<file path="config.mk">
export PLATFORM = sky130hd
export DESIGN_NAME = ate_stream
export DESIGN_NICKNAME = d
export VERILOG_FILES = /design/src/rtl/ate_stream.sv
export SDC_FILE = /design/constraint.sdc
export NUM_CORES = 1
export LEC_CHECK = 0
export BUFFER_PORTS_ARGS = -buffer_cell sky130_fd_sc_hd__clkbuf_2
export CAP_MARGIN = 20
export CORE_AREA = 2 2 300 376
export CTS_CLUSTER_DIAMETER = 40
export CTS_CLUSTER_SIZE = 16
export DETAILED_ROUTE_END_ITERATION = 16
export DIE_AREA = 0 0 302 378
export SYNTH_ARGS = -nofsm -noshare
export SYNTH_HDL_FRONTEND = slang
export SYNTH_SLANG_ARGS = --single-unit
</file>
<file path="constraint.sdc">
create_clock -name clk -period 5.3 [get_ports clk]
set_input_delay 0.53 -clock clk [delete_from_list [all_inputs] [get_ports clk]]
set_output_delay 0.53 -clock clk [all_outputs]
set_load 0.03 [all_outputs]
</file>
<file path="src/rtl/ate_stream.sv">
// rtl/ate_stream.sv - adaptive-threshold binarisation of block-raster pixel streams (ping-pong block buffer)
// Optional blk_min/blk_max outputs: define ATE_STREAM_MINMAX_EN.
module ate_stream #(
    parameter int PIX_W        = 8,
    parameter int BLK_PIX      = 64,
    parameter int BLKS_PER_ROW = 6,
    parameter int BORDER_ZERO  = 1
) (
    input  logic             clk,
    input  logic             reset,
    input  logic             in_valid,
    input  logic [PIX_W-1:0] pix_data,
    input  logic             flush,
    output logic             out_valid,
    output logic             bin,
    output logic [PIX_W-1:0] threshold,
    output logic             blk_last,
    output logic             busy
`ifdef ATE_STREAM_MINMAX_EN
    ,
    output logic [PIX_W-1:0] blk_min,
    output logic [PIX_W-1:0] blk_max
`endif
);

    localparam int AW = $clog2(BLK_PIX);
    localparam int CW = $clog2(BLKS_PER_ROW);
    localparam logic [1:0] S_FIRST  = 2'd0;
    localparam logic [1:0] S_STREAM = 2'd1;
    localparam logic [1:0] S_FLUSH  = 2'd2;
    localparam logic [AW-1:0] IDX_LAST = AW'(BLK_PIX - 1);
    localparam logic [CW-1:0] COL_LAST = CW'(BLKS_PER_ROW - 1);

    logic [1:0]       state;
    logic [AW-1:0]    wr_idx, rd_idx, rd_k;
    logic             bank_sel;
    logic [CW-1:0]    col, pend_col;
    logic [PIX_W-1:0] run_min, run_max, nxt_min, nxt_max;
    logic [PIX_W-1:0] pend_thr, act_thr, cur_thr, rd_data;
    logic [PIX_W:0]   sum;
    logic             act_border, pend_border, cur_border;
    logic             accept, blk_end, emit, first_pix, flush_ok;
    logic [PIX_W-1:0] mem0 [BLK_PIX];
    logic [PIX_W-1:0] mem1 [BLK_PIX];

    always_comb begin
        accept      = in_valid && (state != S_FLUSH);
        blk_end     = accept && (wr_idx == IDX_LAST);
        nxt_min     = ((wr_idx == '0) || (pix_data <= run_min)) ? pix_data : run_min;
        nxt_max     = ((wr_idx == '0) || (pix_data >= run_max)) ? pix_data : run_max;
        sum         = {1'b0, nxt_max} + {1'b0, nxt_min} + (PIX_W+1)'(1);
        pend_border = (BORDER_ZERO != 0) && ((pend_col == '0) || (pend_col == COL_LAST));
        emit        = ((state == S_STREAM) && in_valid) || (state == S_FLUSH);
        rd_k        = (state == S_FLUSH) ? rd_idx : wr_idx;
        // The held (complete) block always lives in the bank not being written.
        rd_data     = bank_sel ? mem0[rd_k] : mem1[rd_k];
        first_pix   = (rd_k == '0);
        cur_thr     = first_pix ? pend_thr : act_thr;
        cur_border  = first_pix ? pend_border : act_border;
        flush_ok    = flush && (state == S_STREAM) && !in_valid && (wr_idx == '0);
    end

    always_ff @(posedge clk) begin
        if (accept) begin
            if (bank_sel) mem1[wr_idx] <= pix_data;
            else          mem0[wr_idx] <= pix_data;
        end
    end

    always_ff @(posedge clk or posedge reset) begin
        if (reset) begin
            state      <= S_FIRST;
            wr_idx     <= '0;
            rd_idx     <= '0;
            bank_sel   <= 1'b0;
            col        <= '0;
            pend_col   <= '0;
            run_min    <= '0;
            run_max    <= '0;
            pend_thr   <= '0;
            act_thr    <= '0;
            act_border <= 1'b0;
            out_valid  <= 1'b0;
            bin        <= 1'b0;
            threshold  <= '0;
            blk_last   <= 1'b0;
            busy       <= 1'b0;
        end else begin
            if (accept) begin
                wr_idx  <= wr_idx + AW'(1);
                run_min <= nxt_min;
                run_max <= nxt_max;
            end
            if (blk_end) begin
                pend_thr <= PIX_W'(sum >> 1);
                pend_col <= col;
                bank_sel <= ~bank_sel;
                col      <= (col == COL_LAST) ? '0 : col + CW'(1);
            end

            case (state)
                S_FIRST:  if (blk_end) state <= S_STREAM;
                S_STREAM: if (flush_ok) begin
                    state  <= S_FLUSH;
                    rd_idx <= '0;
                end
                S_FLUSH: begin
                    rd_idx <= rd_idx + AW'(1);
                    if (rd_idx == IDX_LAST) state <= S_FIRST;
                end
                default: state <= S_FIRST;
            endcase

            out_valid <= emit;
            blk_last  <= emit && (rd_k == IDX_LAST);
            busy      <= (state == S_FLUSH);
            bin       <= emit && !cur_border && (rd_data >= cur_thr);
            // Threshold handover happens only at pixel 0 so the whole block sees one value.
            if (emit && first_pix) begin
                threshold  <= pend_border ? '0 : pend_thr;
                act_thr    <= pend_thr;
                act_border <= pend_border;
            end
        end
    end

`ifdef ATE_STREAM_MINMAX_EN
    logic [PIX_W-1:0] pend_min, pend_max;

    always_ff @(posedge clk or posedge reset) begin
        if (reset) begin
            pend_min <= '0;
            pend_max <= '0;
            blk_min  <= '0;
            blk_max  <= '0;
        end else begin
            if (blk_end) begin
                pend_min <= nxt_min;
                pend_max <= nxt_max;
            end
            if (emit && first_pix) begin
                blk_min <= pend_border ? '0 : pend_min;
                blk_max <= pend_border ? '0 : pend_max;
            end
        end
    end
`endif

endmodule

</file>
==> impl_metrics.yaml <==
run_status:
  status: "completed"
timing:
  rsz0062_at_grt: "false"
  period_minus_slack_ns: 5.07
  fin_crit_sh: 0.957
  max_freq_mhz: 197
  worstMarginPinSlew_ns: 1.11
  setup_viol: 0
  max_slew_margin: 0.256
  finalClockSkew_ns: 0.0261
  final.setup.tns_ns: 0
  drv_slew: 0
  hold_viol_final: 0
clock_tree:
  cts.root.buffer_cell: "clkbuf_16"
  cts_made_buffers: 107
  clockBufferDepth: 3
  cts_sinks: 1090
  cts_tree: "yes"
  insertion_delay_ns: 0.71
  clkTransAtPathRegs_ns: 0.06
  ctsHoldBuffers: 0
  htree_num_levels: 3
  post_cts_buffers: 0
layout:
  mostFrequentLayoutCell: "edfxtp_1"
  fin_cells: 4126
  area_growth_pct: 13.7
  fillers: 9339
  drive_gt1_frac: 0.207
  nets: 2625
  layout_common_cells: "edfxtp_1, nand2_1, mux4_2, nor2_1, clkbuf_16"
synthesis:
  syn_inst: 2475
  ys_ff_latch: 1090
  synth_cell_types: 74
  synth_ff_type: "edfxtp_1"
  async_flop_share: 0.0606
  synth.avg_cell_area_um2: 17.7
  synth_area_um2: 43800
  ys_warn_count: 0
  synth.net_count: 2522
  ys_seq_area_frac: 0.739
  synth_edf_count: 1024
global_routing:
  grt_overflow_total: 0
  grt_pass1_wl_um: 170000
  grt_pass1_vias: 24100
  grt_usage: 0.206
  grt_max_degree: 95
  antenna_found_initial: 0
detailed_routing:
  drc: 0
  viasPerCell: 5.82
  dr.first_iter.drc_count: 2737
  drt_wl_total_um: 117000
  drt.antenna.violating_nets: 0
  wl_per_cell_um: 28.3
  drt_pre_antenna_iters: 5
  routed-via-count: 24000
setup_path:
  crit_required_ns: 5.87
  cp.arrival_ns: 5.64
  reg2reg_from: "state[0]$_DFFE_PP0P_"
  criticalPathCategory: "reg -> reg"
  worstPathMaxFanout: 48
  cp-start-kind: "register"
  startpoint: "state[0]$_DFFE_PP0P_"
  crit_path_end_kind: "register"
floorplan:
  die_h_um: 378
  io_pins: 24
  row_count: 137
  fp.dieArea_um2: 114000
  die_w_um: 302
  coreArea_um2: 111000
  start_util: 0.395
power:
  powerDensity_nw_per_um2: 529
  ir_drop_mv: 0.319
  p_leak_nw: 16.3
placement:
  portBuffers: 23
  gp_congestion: 0.931
  place_hpwl_um: 76000
  dp.cells: 3927
run:
  maxCapViolCount: 0
worst_hold_path:
  hold_class: "in -> async"
[registers in the layout (all words and copies together) (netlist names), 8 cells and up]
name       flops
mem0         512
mem1         512
act_thr        8
pend_thr       8
run_max        8
run_min        8
threshold      8
[path summary, 6_finish.rpt]
kind,slack [ns],end,cells past startpoint
setup / recovery,0.23,bin$_DFF_PP0_,17
hold / removal,0.07,run_min[0]$_DFFE_PP0P_,3
setup reg to reg,0.23,bin$_DFF_PP0_,17
hold reg to reg,0.48,threshold[3]$_DFFE_PP0P_,2
max in group asynchronous,4.64,rd_idx[0]$_DFFE_PP0P_,3
min in group clk,0.13,mem1[56][2]$_DFFE_PP_,1
[final cells by class]
class | count | area, um^2 | area share
timing repair buffer | 128 | 1080 | 0.0217
clock buffer | 118 | 2810 | 0.0565
sequential | 1090 | 32400 | 0.650
antenna | 1 | 2.50 | 0.0000502
clock inverter | 79 | 921 | 0.0185
inverter | 32 | 120 | 0.00241
tap | 1459 | 1830 | 0.0366
multi-input combinational | 1219 | 10700 | 0.214
[critical path: stages, from the launching register on]
cell	delay [ns]
dfrtp_1	0.39
nand2b_2	0.31
inv_2	0.17
o21ai_4	0.32
buf_12	0.26
buf_12	0.32
mux4_2	0.39
mux2_2	0.30
a222oi_1	0.63
nand2_1	0.18
a21oi_1	0.36
nor4b_1	0.11
ha_1	0.28
a21o_1	0.17
a21o_1	0.18
a21o_1	0.18
a211oi_1	0.25
nor3_1	0.09
[what timing repair did]
action | in CTS | in global routing
gates resized for setup | 0 | 1
hold endpoints to repair | 0 | 0
setup endpoints to repair | 0 | 1
[per-layer routing]
layer	wire length, um	part of all wire	GRT usage	up-vias
li1	-	-	-	10100
met1	45800	0.39	0.267	12600
met2	57400	0.49	0.342	1136
met3	8510	0.073	0.0357	240
met4	5120	0.044	0.0899	0
met5	0	0	0	-
[where the power goes]
| group | internal (mW) | leakage (nW) | switching, mW |
|---|---|---|---|
| clock network | 4.52 | 1.81 | 3.49 |
| logic | 3.24 | 4.39 | 5.29 |
| registers | 9.66 | 10.1 | 0.180 |
| total | 17.4 | 16.3 | 8.96 |
[logic make-up (layout without fill, tap and decap cells)]
kind of cell    Yosys count  in the layout  synth area share
simple gates            578            578            0.0556
buf+inv                 166            357            0.0192
fa+ha+maj                35             35            0.0102
mux                     303            303             0.128
other cells               0              1                 0
xor+xnor                 15             15           0.00300
compound gates          288            288            0.0445
flops                  1090           1090             0.739
[cell usage after synthesis (15+ instances only)]
master / n / share of area
edfxtp_1: 1024 / 0.70
nand2_1: 291 / 0.025
mux4_2: 202 / 0.10
nor2_1: 154 / 0.013
mux2i_1: 78 / 0.018
dfrtp_1: 66 / 0.038
nand3_1: 62 / 0.0071
a21oi_1: 56 / 0.0064
o21ai_0: 52 / 0.0059
clkbuf_1: 50 / 0.0043
buf_2: 46 / 0.0053
ha_1: 34 / 0.0097
inv_1: 31 / 0.0027
a221oi_1: 29 / 0.0058
o22ai_1: 28 / 0.0040
buf_4: 19 / 0.0033
mux2_2: 19 / 0.0049
a31oi_1: 15 / 0.0021
[metrics by stage]
| step | power, mW | hold WS (ns) | area [um^2] | setup slack, ns | utilization |
|---|---|---|---|---|---|
| 5_1_grt | 27.3 | 0.0997 | 49800 | 0.102 | 0.449 |
| 3_5_place_dp | 18.5 | 0.459 | 46100 | 0.130 | 0.415 |
| 2_1_floorplan | 15.2 | 0.437 | 43800 | 1.34 | - |
| 4_1_cts | 26.4 | 0.0638 | 49800 | 0.0812 | 0.449 |
| 3_3_place_gp | 18.4 | 0.455 | 46100 | 0.206 | 0.415 |
| 6_report | 26.4 | 0.0723 | 49800 | 0.228 | 0.449 |
No activity file was read; power rests on OpenSTA's default activity.
